### src/rtl/dds_cmd_loader.sv
// Command loader for the DDS core: turns a 32-bit valid/ready word stream into parameter writes and wave-table loads.
// Optional feature macro: DDS_LOADER_CKSUM_EN (LOAD_WAVE frames carry a 32-bit sum trailer word).
`timescale 1ns/1ps
module dds_cmd_loader #(
    parameter int HORIZON_RESOLUTION  = 12,
    parameter int VERTICAL_RESOLUTION = 8,
    parameter int ADDER_LOWBIT        = 20,
    parameter int WAVE_STORE          = 2,
    localparam int ACC_W              = HORIZON_RESOLUTION + ADDER_LOWBIT,
    localparam int NCH                = 2 ** WAVE_STORE
) (
    input  logic                          clk,
    input  logic                          rst,
    input  logic                          s_valid,
    output logic                          s_ready,
    input  logic [31:0]                   s_data,
    input  logic                          s_last,
    output logic [WAVE_STORE-1:0]         wave_sel,
    output logic [ACC_W-1:0]              freq_ctrl  [0:NCH-1],
    output logic [HORIZON_RESOLUTION-1:0] phase_ctrl [0:NCH-1],
    output logic                          wr_enable,
    output logic                          wr_valid,
    output logic [31:0]                   wr_data,
    output logic                          busy,
    output logic                          err
);
    localparam int NSAMP = 2 ** HORIZON_RESOLUTION;
    localparam int CNT_W = HORIZON_RESOLUTION + 1;
    localparam logic [7:0] OP_SET_FREQ  = 8'h01;
    localparam logic [7:0] OP_SET_PHASE = 8'h02;
    localparam logic [7:0] OP_SELECT    = 8'h03;
    localparam logic [7:0] OP_LOAD_WAVE = 8'h04;

    generate
        if (VERTICAL_RESOLUTION > 32 || ACC_W > 32) begin : g_bad_width
            $error("samples and frequency words must fit in one 32-bit command word");
        end
    endgenerate

    typedef enum logic [2:0] {
        S_IDLE, S_HDR, S_PARAM, S_SELECT, S_PREP, S_LOAD, S_FIN, S_ERR
    } state_t;

    state_t                r_state, w_state_next;
    logic                  r_s_ready, w_ready_next;
    logic [7:0]            r_op, r_idx;
    logic                  r_hdr_last;
    logic                  r_drain_done, w_drain_done_next;
    logic                  r_prep_cnt, w_prep_cnt_next;
    logic [CNT_W-1:0]      r_cnt, w_cnt_next;
    logic [WAVE_STORE-1:0] r_home, w_home_next;
    logic [WAVE_STORE-1:0] r_wave_sel, w_wave_sel_next;
    logic                  r_wr_enable, r_wr_valid, r_busy, r_err;
    logic [31:0]           r_wr_data;
    logic                  w_accept, w_wr_accept, w_param_commit, w_err_next;
    logic                  w_idx_ok, w_in_idx_ok;
    logic [7:0]            w_in_idx;
`ifdef DDS_LOADER_CKSUM_EN
    logic [31:0]           r_sum, w_sum_next;
    logic                  r_sum_bad, w_sum_bad_next;
`endif

    assign w_accept    = s_valid && r_s_ready;
    assign w_in_idx    = s_data[23:16];
    assign w_in_idx_ok = ((w_in_idx >> WAVE_STORE) == 8'd0);
    assign w_idx_ok    = ((r_idx >> WAVE_STORE) == 8'd0);

    always_comb begin
        w_state_next      = r_state;
        w_drain_done_next = r_drain_done;
        w_prep_cnt_next   = r_prep_cnt;
        w_cnt_next        = r_cnt;
        w_home_next       = r_home;
        w_wr_accept       = 1'b0;
        w_param_commit    = 1'b0;
        w_err_next        = 1'b0;
`ifdef DDS_LOADER_CKSUM_EN
        w_sum_next        = r_sum;
        w_sum_bad_next    = r_sum_bad;
`endif
        case (r_state)
            S_IDLE: begin
                if (w_accept) begin
                    w_state_next = S_HDR;
                    // A complete SELECT frame is a single word, so it commits as soon as it is accepted.
                    if (s_last && s_data[31:24] == OP_SELECT && w_in_idx_ok)
                        w_home_next = w_in_idx[WAVE_STORE-1:0];
                end
            end
            S_HDR: begin
                w_drain_done_next = r_hdr_last;
                w_prep_cnt_next   = 1'b0;
                w_cnt_next        = '0;
`ifdef DDS_LOADER_CKSUM_EN
                w_sum_next        = '0;
                w_sum_bad_next    = 1'b0;
`endif
                w_state_next      = S_ERR;
                if (w_idx_ok) begin
                    case (r_op)
                        OP_SET_FREQ, OP_SET_PHASE: if (!r_hdr_last) w_state_next = S_PARAM;
                        OP_SELECT:                 if (r_hdr_last)  w_state_next = S_SELECT;
                        OP_LOAD_WAVE:              if (!r_hdr_last) w_state_next = S_PREP;
                        default: ;
                    endcase
                end
            end
            S_PARAM: begin
                if (w_accept) begin
                    if (s_last) begin
                        w_param_commit = 1'b1;
                        w_state_next   = S_IDLE;
                    end else begin
                        w_state_next      = S_ERR;
                        w_drain_done_next = 1'b0;
                    end
                end
            end
            S_SELECT: w_state_next = S_IDLE;
            S_PREP: begin
                if (r_prep_cnt) w_state_next = S_LOAD;
                else            w_prep_cnt_next = 1'b1;
            end
            S_LOAD: begin
                if (w_accept) begin
`ifdef DDS_LOADER_CKSUM_EN
                    if (r_cnt != CNT_W'(NSAMP)) begin
                        w_wr_accept = 1'b1;
                        w_cnt_next  = r_cnt + CNT_W'(1);
                        w_sum_next  = r_sum + s_data;
                        if (s_last) begin
                            w_state_next      = S_ERR;
                            w_drain_done_next = 1'b1;
                        end
                    end else begin
                        // Trailer word: never written, only compared against the running sum.
                        w_sum_bad_next = (s_data != r_sum);
                        if (s_last) begin
                            w_state_next = S_FIN;
                        end else begin
                            w_state_next      = S_ERR;
                            w_drain_done_next = 1'b0;
                        end
                    end
`else
                    w_wr_accept = 1'b1;
                    w_cnt_next  = r_cnt + CNT_W'(1);
                    if (r_cnt == CNT_W'(NSAMP - 1)) begin
                        w_state_next      = s_last ? S_FIN : S_ERR;
                        w_drain_done_next = 1'b0;
                    end else if (s_last) begin
                        w_state_next      = S_ERR;
                        w_drain_done_next = 1'b1;
                    end
`endif
                end
            end
            S_FIN: begin
                w_state_next = S_IDLE;
`ifdef DDS_LOADER_CKSUM_EN
                if (r_sum_bad) begin
                    w_state_next      = S_ERR;
                    w_drain_done_next = 1'b1;
                end
`endif
            end
            S_ERR: begin
                if (r_drain_done || (w_accept && s_last)) begin
                    w_state_next = S_IDLE;
                    w_err_next   = 1'b1;
                end
            end
            default: w_state_next = S_IDLE;
        endcase
    end

    always_comb begin
        w_ready_next = 1'b0;
        case (w_state_next)
            S_IDLE, S_PARAM, S_LOAD: w_ready_next = 1'b1;
            S_ERR:                   w_ready_next = !w_drain_done_next;
            default:                 w_ready_next = 1'b0;
        endcase
    end

    // The bank select stays on the target table until the cycle carrying the last write is over.
    always_comb begin
        w_wave_sel_next = w_home_next;
        if (w_state_next == S_PREP || w_state_next == S_LOAD || w_wr_accept)
            w_wave_sel_next = r_idx[WAVE_STORE-1:0];
    end

    always_ff @(posedge clk) begin
        if (rst) begin
            r_state      <= S_IDLE;
            r_s_ready    <= 1'b0;
            r_op         <= '0;
            r_idx        <= '0;
            r_hdr_last   <= 1'b0;
            r_drain_done <= 1'b0;
            r_prep_cnt   <= 1'b0;
            r_cnt        <= '0;
            r_home       <= '0;
            r_wave_sel   <= '0;
            r_wr_enable  <= 1'b0;
            r_wr_valid   <= 1'b0;
            r_wr_data    <= '0;
            r_busy       <= 1'b0;
            r_err        <= 1'b0;
`ifdef DDS_LOADER_CKSUM_EN
            r_sum        <= '0;
            r_sum_bad    <= 1'b0;
`endif
        end else begin
            r_state      <= w_state_next;
            r_s_ready    <= w_ready_next;
            r_drain_done <= w_drain_done_next;
            r_prep_cnt   <= w_prep_cnt_next;
            r_cnt        <= w_cnt_next;
            r_home       <= w_home_next;
            r_wave_sel   <= w_wave_sel_next;
            r_wr_enable  <= (w_state_next == S_LOAD) || w_wr_accept;
            r_wr_valid   <= w_wr_accept;
            r_busy       <= (w_state_next != S_IDLE);
            r_err        <= w_err_next;
            if (w_wr_accept) r_wr_data <= s_data;
            if (r_state == S_IDLE && w_accept) begin
                r_op       <= s_data[31:24];
                r_idx      <= s_data[23:16];
                r_hdr_last <= s_last;
            end
`ifdef DDS_LOADER_CKSUM_EN
            r_sum        <= w_sum_next;
            r_sum_bad    <= w_sum_bad_next;
`endif
        end
    end

    genvar gi;
    generate
        for (gi = 0; gi < NCH; gi++) begin : g_ch
            logic [ACC_W-1:0]              r_freq;
            logic [HORIZON_RESOLUTION-1:0] r_phase;
            always_ff @(posedge clk) begin
                if (rst) begin
                    r_freq  <= '0;
                    r_phase <= '0;
                end else if (w_param_commit && r_idx[WAVE_STORE-1:0] == WAVE_STORE'(gi)) begin
                    if (r_op == OP_SET_FREQ) r_freq  <= s_data[ACC_W-1:0];
                    else                     r_phase <= s_data[HORIZON_RESOLUTION-1:0];
                end
            end
            assign freq_ctrl[gi]  = r_freq;
            assign phase_ctrl[gi] = r_phase;
        end
    endgenerate

    assign s_ready   = r_s_ready;
    assign wave_sel  = r_wave_sel;
    assign wr_enable = r_wr_enable;
    assign wr_valid  = r_wr_valid;
    assign wr_data   = r_wr_data;
    assign busy      = r_busy;
    assign err       = r_err;
endmodule

### config.mk
export PLATFORM = sky130hd
export DESIGN_NAME = dds_cmd_loader
export DESIGN_NICKNAME = d
export VERILOG_FILES = /design/src/rtl/dds_cmd_loader.sv
export SDC_FILE = /design/constraint.sdc
export NUM_CORES = 1
export LEC_CHECK = 0
export ABC_AREA = 1
export CELL_PAD_IN_SITES_DETAIL_PLACEMENT = 2
export CELL_PAD_IN_SITES_GLOBAL_PLACEMENT = 2
export CORE_MARGIN = 5
export CORE_UTILIZATION = 27
export DETAILED_ROUTE_END_ITERATION = 8
export GPL_ROUTABILITY_DRIVEN = 0
export PLACE_DENSITY_LB_ADDON = 0.1
export SYNTH_ARGS = -nofsm -noshare
export SYNTH_HDL_FRONTEND = slang
export SYNTH_SLANG_ARGS = --single-unit
export TNS_END_PERCENT = 1
### constraint.sdc
create_clock -name clk -period 2.25 [get_ports clk]
set_clock_uncertainty 0.05 [all_clocks]
set_input_delay 0.3375 -clock clk [delete_from_list [all_inputs] [get_ports clk]]
set_output_delay 0.3375 -clock clk [all_outputs]
set_load 0.005 [all_outputs]
==> out/metrics.yaml <==
drive_above_1_share_pct: 8.46
syn_area_um2: 9210
placed_cell_area_um2: 12500
syn_inst: 1205
syn_nets: 1242
synth_top_family_by_area: "simple AND/OR/NAND/NOR gates"
diodes: 0
min-delay-start: "r_cnt[9]"
cts_sinks: 252
drc_errors: 0
stdcell_area_um2: 13500
clock_power_share_pct: 43.4
crit_path_start_kind: "flip-flop"
wl_mm: 39.3
io_pins: 251
cts_tree: "built"
clk_pin_slew_ns: 0.06
pwr_density_cell_nw_per_um2: 821
yosys.area_share.simple_pct: 21.5
max_slew.worst_pin.slew_ns: 0.606
power_leakage_nw: 5.53
die_area_um2: 37900
cp-end-kind: "flip-flop"
vias_per_cell: 4.72
fin_crit_ns: 2.05
final_nets: 1504
clock_latency_ns: 0.55
grt-ovfl-total: 0
synth_seq_cells: 252
synth_ff_type: "dfxtp_1"
grt_pass1_wl_mm: 60.3
crit_start: "r_cnt[0]"
synth-compound-area-share_pct: 17.2
post_cts_resized: 0
grt_usage_pct: 20.0
irDropWorstVdd_mv: 0.535
finalHoldViolations: 0
rr_worst_depth: 11
cap_violations: 0
combPwrFrac_pct: 13.6
worstHoldPathType: "reg2reg"
ys_types: 28
fp.dieW_um: 195
synthMuxAreaShare_pct: 0
yosysWarnings: 0
async_reset_ff_share_pct: 0
regToRegEndpoint: "wave_sel[1]"
p_sw_mw: 3.02
ant_nets: 0
cts_buffers: 30
antenna_found_initial: 0
initial_core_util_pct: 27.4
synth.yosys.seq_area_share_pct: 54.8
period_share_pct: 91.2
outcome: "finished, final reports clean"
rows: 67
syn_avg_cell_area_um2: 7.64
grt_max_degree: 69
core_um2: 33600
synthXorXnorAreaFrac_pct: 0
drv_slew: 0
synth_top_area_share_pct: 54.8
netlist_top_cells_area: "dfxtp_1 55%, nor2_1 16%, o21ai_0 11%, a21oi_1 4.0%, nand2_1 2.5%"
cp_max_fo: 5
p_int_mw: 8.04
synthAdderAreaFrac_pct: 0.136
dp_hpwl_mm: 27.6
clock.fmax_mhz: 487
setup_violations: 0
htreeDepth: 1
synth_top_area_cell: "dfxtp_1"
first_pass_iters: 5
cp.arrival_ns: 2.46
grt_pass1_vias: 9928
critPathKind: "reg2reg"
grt_setup_unrepaired: "false"
area_delta_synth_final_pct: 46.3
synth_most_common_cell: "nor2_1"
endpoint: "wave_sel[1]"
die_y_um: 195
r2r-start: "r_cnt[0]"
required_ns: 2.66
wire_per_inst_um: 20.3
rrSetupSlack_ns: 0.20
seq_power_share_pct: 43.0
io_buffers: 250
synthTopCellsByCount: "386 x nor2_1, 252 x dfxtp_1, 207 x o21ai_0"
cts-root-buf: "clkbuf_16"
postCtsHoldBufs: 0
finalNonFillerCells: 1937
cts_setup_buffers: 0
slew_headroom_pct: 59.5
drt_iter0_drc: 287
dp_cells: 1880
total_power_mw: 11.1
vias: 9151
cts_buffer_depth: 3
switching_share_pct: 27.3
synth-edff-count: 0
[final cells by class]
type                       instances  area (um2)
clock buffer                      46         871
clock inverter                     8         101
fill                            3810       20100
inverter                          64         243
multi-input combinational        809        3570
sequential                       252        5040
tap                              448         561
timing repair buffer             310        3080
[state kept, by name, indices dropped and copies added (netlist names)]
name / cells
wr_valid: 1
g_ch.r_phase: 48
r_idx: 8
r_op: 8
r_hdr_last: 1
r_cnt: 13
g_ch.r_freq: 128
r_home: 2
err: 1
wr_data: 32
r_drain_done: 1
r_prep_cnt: 1
wave_sel: 2
wr_enable: 1
s_ready: 1
busy: 1
r_state: 3
[power by group through the flow]
stage	logic, mW	clock network (mW)	registers (mW)
2_1_floorplan	0.858	0	4.83
3_3_place_gp	1.46	0	4.85
3_5_place_dp	1.49	0	4.85
4_1_cts	1.51	4.96	4.76
5_1_grt	1.67	5.11	4.78
6_report	1.50	4.81	4.76
[worst min path at each step]
stage	to	slack (ns)	depth (start not counted)
floorplan	err	0.37	1
global placement	r_cnt[9]	0.39	2
detailed placement	r_cnt[9]	0.40	2
CTS	r_idx[4]	0.38	3
global route	r_cnt[9]	0.42	2
finish	r_cnt[9]	0.41	2
[metrics by stage]
step	setup TNS [ns]	utilization, %	hold WS [ns]	setup WS, ns
2_1_floorplan	0	-	0.365	0.655
3_3_place_gp	-9.28	37.1	0.388	-0.150
3_5_place_dp	-18.03	37.1	0.405	-0.204
4_1_cts	0	40.0	0.384	0.0779
5_1_grt	0	40.1	0.423	0.0273
6_report	0	40.1	0.406	0.198
[cell usage in the layout, fill, tap and decap left out, types with 5 or more instances in the layout]
master,synthesis,routed
buf_12,0,10
clkbuf_16,0,30
inv_2,8,8
dfxtp_1,252,252
nand2_1,62,62
a21oi_1,74,74
o21ai_0,207,207
nand4_1,5,5
inv_1,55,54
clkbuf_1,33,10
clkdlybuf4s50_1,0,250
o21ai_1,26,26
nand3_1,23,23
clkinv_2,0,5
clkbuf_8,0,6
nor2_1,386,386
buf_4,4,50
[worst max-delay path, cell delays in order (launching register included)]
cell     delay [ns]
dfxtp_1        0.38
ha_1           0.20
nand3_1        0.10
nor2_1         0.22
nand2_1        0.16
nand2_1        0.12
nand2_1        0.07
nand3_1        0.07
nor2_1         0.04
nand2_1        0.21
a21oi_1        0.11
nor2_1         0.22
[layer usage]
layer	wire (um)	track usage, %	up-vias
met4	782	3.83	0
met2	19200	35.0	166
li1	-	-	4408
met3	2380	5.70	44
met5	0	0	-
met1	17000	24.7	4533
[kinds of logic (layout without fill, tap and decap cells)]
kind of cell	Yosys count	count (layout)
AOI/OAI and AO/OA	313	313
DFF	252	252
buffers and inverters	144	428
and+or+nand+nor	495	495
adders and majority gates	1	1
No activity file was read; power rests on OpenSTA's default activity.
